## config.mk

```make
export PLATFORM = sky130hd
export DESIGN_NAME = soc_system_pll_seq
export DESIGN_NICKNAME = d
export VERILOG_FILES = /design/src/rtl/soc_system_pll_seq_pkg.sv /design/src/rtl/soc_system_sync2.sv /design/src/rtl/soc_system_pll_seq.sv
export SDC_FILE = /design/constraint.sdc
export NUM_CORES = 1
export LEC_CHECK = 0
export ABC_AREA = 1
export CORE_AREA = 5 5 111 61
export CTS_CLUSTER_DIAMETER = 40
export DETAILED_ROUTE_END_ITERATION = 10
export DIE_AREA = 0 0 116 66
export SYNTH_ARGS = -nofsm -noshare
export SYNTH_HDL_FRONTEND = slang
export SYNTH_SLANG_ARGS = --single-unit
```

## constraint.sdc

```tcl
create_clock -name refclk -period 3.45 [get_ports refclk]
set_input_delay 0.345 -clock refclk [delete_from_list [all_inputs] [get_ports refclk]]
set_output_delay 0.345 -clock refclk [all_outputs]
set_load 0.03 [all_outputs]
```

## src/rtl/soc_system_pll_seq_pkg.sv

```systemverilog
// Shared types and elaboration helpers for the system PLL reset/lock sequencer.
package soc_system_pll_seq_pkg;

  typedef enum logic [2:0] {
    PLL_RESET = 3'd0,
    WAIT_LOCK = 3'd1,
    STABLE    = 3'd2,
    RELEASE   = 3'd3,
    RUN       = 3'd4,
    FAULT     = 3'd5
  } seq_state_e;

  // Ceiling log2, floored at 1 so that it always yields a usable vector width.
  function automatic int clog2(input int value);
    int r;
    int x;
    r = 0;
    x = (value > 0) ? value - 1 : 0;
    while (x > 0) begin
      r++;
      x = x >> 1;
    end
    return (r < 1) ? 1 : r;
  endfunction

  function automatic int max3(input int a, input int b, input int c);
    int m;
    m = (a > b) ? a : b;
    return (m > c) ? m : c;
  endfunction

endpackage

```

## src/rtl/soc_system_sync2.sv

```systemverilog
// Two-flop bit synchronizer, asynchronous active-high reset to 0.
module soc_system_sync2 (
  input  logic clk,
  input  logic rst,
  input  logic d,
  output logic q
);

  logic meta_q, meta_d;
  logic sync_q, sync_d;

  always_comb begin
    meta_d = d;
    sync_d = meta_q;
  end

  always_ff @(posedge clk or posedge rst) begin
    if (rst) begin
      meta_q <= 1'b0;
      sync_q <= 1'b0;
    end else begin
      meta_q <= meta_d;
      sync_q <= sync_d;
    end
  end

  assign q = sync_q;

endmodule

```

## src/rtl/soc_system_pll_seq.sv

```systemverilog
// Reset and lock sequencer for the six-output system PLL, clocked by the PLL reference clock.
//   state     | meaning
//   PLL_RESET | pll_rst held high for PLL_RST_CYCLES
//   WAIT_LOCK | waiting for lock, timeout triggers a retry or FAULT
//   STABLE    | lock must stay high for LOCK_STABLE_CYCLES
//   RELEASE   | domain resets drop one by one, STAGGER_CYCLES apart
//   RUN       | all domains out of reset
//   FAULT     | retries exhausted, waits for soft_reset_req or rst
module soc_system_pll_seq
  import soc_system_pll_seq_pkg::*;
#(
  parameter int PLL_RST_CYCLES      = 16,
  parameter int LOCK_STABLE_CYCLES  = 1024,
  parameter int LOCK_TIMEOUT_CYCLES = 65536,
  parameter int NUM_DOMAINS         = 6,
  parameter int STAGGER_CYCLES      = 8,
  parameter int MAX_RETRIES         = 3
) (
  input  logic                                refclk,
  input  logic                                rst,
  input  logic                                soft_reset_req,
  input  logic                                pll_locked,
  output logic                                pll_rst,
  output logic [NUM_DOMAINS-1:0]              domain_rst,
  output logic                                all_ready,
  output logic                                fault,
  output logic [clog2(MAX_RETRIES+1)-1:0]     retry_count,
  output logic                                lock_lost
);

  localparam int RC_W  = clog2(MAX_RETRIES + 1);
  localparam int CNT_W = clog2(max3(LOCK_TIMEOUT_CYCLES, LOCK_STABLE_CYCLES,
                                    NUM_DOMAINS * STAGGER_CYCLES) + 1);

  // Terminal counts: the counter reads 0 on the first cycle of a state.
  localparam logic [CNT_W-1:0] CNT_SAT      = '1;
  localparam logic [CNT_W-1:0] RST_LAST     = CNT_W'(PLL_RST_CYCLES - 1);
  localparam logic [CNT_W-1:0] TIMEOUT_LAST = CNT_W'(LOCK_TIMEOUT_CYCLES - 1);
  localparam logic [CNT_W-1:0] STABLE_LAST  = CNT_W'(LOCK_STABLE_CYCLES - 1);
  localparam logic [CNT_W-1:0] RELEASE_LAST = CNT_W'(NUM_DOMAINS * STAGGER_CYCLES - 1);
  localparam logic [RC_W-1:0]  RETRY_MAX    = RC_W'(MAX_RETRIES);

  seq_state_e             state_q, state_d;
  logic [CNT_W-1:0]       cnt_q, cnt_d;
  logic [RC_W-1:0]        retry_q, retry_d;
  logic                   pll_rst_q, pll_rst_d;
  logic [NUM_DOMAINS-1:0] domain_rst_q, domain_rst_d;
  logic                   all_ready_q, all_ready_d;
  logic                   fault_q, fault_d;
  logic                   lock_lost_q, lock_lost_d;
  logic                   lock_s;
  logic                   cnt_clear;

  soc_system_sync2 u_lock_sync (
    .clk (refclk),
    .rst (rst),
    .d   (pll_locked),
    .q   (lock_s)
  );

  always_comb begin
    state_d     = state_q;
    retry_d     = retry_q;
    lock_lost_d = 1'b0;
    cnt_clear   = 1'b0;

    if (soft_reset_req) begin
      state_d   = PLL_RESET;
      retry_d   = '0;
      cnt_clear = 1'b1;
    end else if ((state_q == RELEASE || state_q == RUN) && !lock_s) begin
      // Reaching RELEASE requires lock_s high, so a low here is always a 1->0 drop.
      state_d     = PLL_RESET;
      retry_d     = '0;
      lock_lost_d = 1'b1;
    end else begin
      case (state_q)
        PLL_RESET: if (cnt_q == RST_LAST) state_d = WAIT_LOCK;
        WAIT_LOCK: begin
          if (lock_s) begin
            state_d = STABLE;
          end else if (cnt_q == TIMEOUT_LAST) begin
            if (retry_q < RETRY_MAX) begin
              retry_d = retry_q + RC_W'(1);
              state_d = PLL_RESET;
            end else begin
              state_d = FAULT;
            end
          end
        end
        STABLE: begin
          if (!lock_s)                  state_d = WAIT_LOCK;
          else if (cnt_q == STABLE_LAST) state_d = RELEASE;
        end
        RELEASE:   if (cnt_q == RELEASE_LAST) state_d = RUN;
        RUN:       state_d = RUN;
        FAULT:     state_d = FAULT;
        default:   state_d = PLL_RESET;
      endcase
    end

    if (cnt_clear || state_d != state_q) cnt_d = '0;
    else if (cnt_q != CNT_SAT)           cnt_d = cnt_q + CNT_W'(1);
    else                                 cnt_d = cnt_q;

    // Outputs are derived from the next state so they change on the same edge as the state.
    pll_rst_d   = (state_d == PLL_RESET) || (state_d == FAULT);
    all_ready_d = (state_d == RUN);
    fault_d     = (state_d == FAULT);

    domain_rst_d = '1;
    if (state_d == RUN) begin
      domain_rst_d = '0;
    end else if (state_d == RELEASE && state_q == RELEASE) begin
      for (int i = 0; i < NUM_DOMAINS; i++) begin
        domain_rst_d[i] = (cnt_q < CNT_W'((i + 1) * STAGGER_CYCLES - 1));
      end
    end
  end

  always_ff @(posedge refclk or posedge rst) begin
    if (rst) begin
      state_q      <= PLL_RESET;
      cnt_q        <= '0;
      retry_q      <= '0;
      pll_rst_q    <= 1'b1;
      domain_rst_q <= '1;
      all_ready_q  <= 1'b0;
      fault_q      <= 1'b0;
      lock_lost_q  <= 1'b0;
    end else begin
      state_q      <= state_d;
      cnt_q        <= cnt_d;
      retry_q      <= retry_d;
      pll_rst_q    <= pll_rst_d;
      domain_rst_q <= domain_rst_d;
      all_ready_q  <= all_ready_d;
      fault_q      <= fault_d;
      lock_lost_q  <= lock_lost_d;
    end
  end

  assign pll_rst     = pll_rst_q;
  assign domain_rst  = domain_rst_q;
  assign all_ready   = all_ready_q;
  assign fault       = fault_q;
  assign retry_count = retry_q;
  assign lock_lost   = lock_lost_q;

endmodule

```

==> results.md <==
* Outcome: completed
* IO buf count at 15
* Num Clock Sinks at 34
* Area growth from synthesis to layout at 19.1%
* WL final at around 4500 um
* Netlist Area Pre-Place at 2020 um^2
* I/O pin count at 16
* Critical path depth in cells at 19
* CP Max Fanout at 17
* Initial DRT Pass Iterations at 4
* Slowest CP cell: dfrtp_1
* CTS tree: yes
* GPL Wtd Cong at between 0.8 and 0.9
* Leading area contributor after synthesis: dfrtp_1
* Core ar. at between 5000 and 6000 um^2
* Filler Cell Count at 596
* Num CTS Buffers at 5
* All-Layer GR Usage at 0.128
* CTS root buffer: clkbuf_16
* Clk Latency, worst-skew pair at 0.27 ns
* Top-count cell post-synth: nor2_1
* Slew headroom at 0.705
* Initial DRC count at 103
* Cell mode on critical path: nand2_1
* Post-Syn Instances at 256
* Antenna viol nets, final at 0
* Synth Net Count at 264
* Post-synth top cells: 51 x nor2_1, 46 x nand2_1, 30 x inv_1, 27 x dfrtp_1, 16 x nand3_1
* Critical path buffers and inverters at 2
* Max_cap viols at 0
* Die area at 7660 um^2
* Slew @ Worst Pin at 0.442 ns
* Hold crit path type: reg2reg
* GR Overflow Total at 0
* Warnings from Yosys at 0
* Cts hold-fix bufs at 0
* Delay-heaviest family, CP: simple AND/OR/NAND/NOR gates
* Chip width at 116 um
* Critical Path Sink: cnt_q[8]
* Die extent in y at 66 um
* DR WL/cell at ~13 um
* Number of flops mapped to enable cells by yosys at 0
* Sequential share of the synthesized area at 0.426
* CP max stage delay at 0.40 ns
* Nets@finish at 283
* Postcts setup bufs at 0
* Crit path kind: reg2reg
* Row cnt at 20
* CP cell instances: ha_1, nand3_2, inv_2, nand2_1, nor3_1, ha_1, inv_1, nand2_1, nand3_1, nand2_1, nand2_1, nand2_1, nor2_2, nand2_1, nand2_2, nand2_1, nand2_2, nand2_4, nor2_1
* Clock Skew at approximately 0.0047 ns
* RR Startpoint: cnt_q[0]
* Area of the multi-input gates at 986 um^2
* WP data arrival at 2.82 ns
* CTS clk-pin slew, worst paths at about 0.06 ns
* Unique cell type count in the Yosys netlist at 30
* Vias in the first global route at between 1000 and 1500
* Via/cell ratio at 4.52
* Post-synth top area share at 0.335
* Reg2Reg Depth at 19
* Ys async rst share at 1.00
* FF/Latch Area at 860 um^2
* Final core utilization at 0.417
* Tmin final at ~2.7 ns
* Synth area leaders: dfrtp_1 34%, nor2_1 9.5%, dfstp_2 9.1%
* Post-DP HPWL at about 3400 um
* Placed cell areas at about 2200 um^2
* P_leak at 1.12 nW
* Layout cells sized above 1 at 0.167
* Via count at 1597
* CP startpoint: cnt_q[0]
* Register bit count reported by yosys at 34
* Final Hold Fails at 0
* Diodes inserted at 0
* Worst endpoint required time at 3.60 ns
* CP Capture Type: flop
* Largest net degree at the start of global routing at 35
* Post-CTS Resized at 0
* Drt drc at 0
* Initial antenna violation count at 0
* Reg2Reg Setup Slack at 0.78 ns
* Synth Area per Inst at about 7.9 um^2
* H-Tree Depth at 2
* Global-route wire length before repair at between 7000 and 8000 um
* Post-layout instance area at 2400 um^2
* RSZ-0062 raised after global routing: no
* Fin crit share at 0.773
* Reg-to-Reg End: cnt_q[8]
* Fin Setup TNS at 0 ns
* Maximum vdd drop at 0.230 mV
* Worst Setup Start Kind: flop
* Fmax at 375 MHz
* Initial Util at 0.350
* Slew Limit Fails at 0
* # setup viols final at 0
* Max clock buf depth at 2
* P per Cell Area at roughly 440 nW/um^2
* Leading register cell type out of synthesis: dfrtp_1
## placed cells by master (no fill, tap or decap), types with 2 or more instances in the layout
| cell type | instances |
|---|---|
| a21oi_1 | 4 |
| clkbuf_16 | 5 |
| clkbuf_8 | 3 |
| clkdlybuf4s50_1 | 15 |
| dfrtp_1 | 27 |
| dfstp_2 | 7 |
| ha_1 | 4 |
| inv_1 | 30 |
| inv_2 | 4 |
| nand2_1 | 46 |
| nand2_2 | 6 |
| nand3_1 | 16 |
| nand4_1 | 5 |
| nor2_1 | 51 |
| nor2_2 | 4 |
| nor2_4 | 11 |
| nor3_1 | 9 |
| o21ai_0 | 8 |
| xnor2_1 | 2 |
| xor2_1 | 9 |
## per-stage QoR
| stage | worst slack (ns) | std cells | power, W | hold slack (ns) |
|---|---|---|---|---|
| floorplan | 1.16 | 256 | 0.000542 | 0.331 |
| global placement | 0.838 | 345 | 0.000565 | 0.334 |
| detailed placement | 0.769 | 345 | 0.000567 | 0.335 |
| CTS | 0.766 | 353 | 0.00106 | 0.347 |
| global route | 0.464 | 353 | 0.00110 | 0.373 |
| finish | 0.783 | 353 | 0.00105 | 0.346 |
## logic make-up after synthesis
logic type                 synth area share
and+or+nand+nor                       0.369
DFF                                   0.426
buffers and inverters                0.0844
AOI/OAI and AO/OA                    0.0422
muxes                               0.00497
adders and majority gates            0.0248
xor gates and xnor gates             0.0478
## sequential cells by signal, indices dropped and copies added, names as in the netlist
signal	cells
all_ready	1
cnt_q	17
domain_rst	6
fault	1
lock_lost	1
pll_rst	1
retry_count	2
state_q	3
u_lock_sync.meta_q	1
u_lock_sync.q	1
## worst min path at each step
stage	from	to	cells past startpoint
3_5_place_dp	u_lock_sync.meta_q	u_lock_sync.q	0
3_3_place_gp	u_lock_sync.meta_q	u_lock_sync.q	0
4_1_cts	u_lock_sync.meta_q	u_lock_sync.q	0
6_report	u_lock_sync.meta_q	u_lock_sync.q	0
5_1_grt	u_lock_sync.meta_q	u_lock_sync.q	0
2_1_floorplan	u_lock_sync.meta_q	u_lock_sync.q	0
## report_power, final
part           internal, W  switching (W)  leakage [nW]
clock network     0.000327       0.000160        0.0832
registers         0.000419      0.0000243         0.441
logic            0.0000441      0.0000714         0.593
total             0.000790       0.000255          1.12
## final cells by class
class / instances / area share
inverters: 35 / 0.0558
well taps: 77 / 0.0401
multi-input cells: 183 / 0.411
clock buffers: 8 / 0.0693
flip-flops and latches: 34 / 0.358
repair buffers: 16 / 0.0657
## layer usage
metal,GRT usage,up-vias,routed length [um]
met5,0,-,0
met4,0.0217,0,14
met3,0.0375,2,314
met2,0.155,45,1500
met1,0.213,709,2620
li1,-,841,-
No activity file was read; power rests on OpenSTA's default activity.
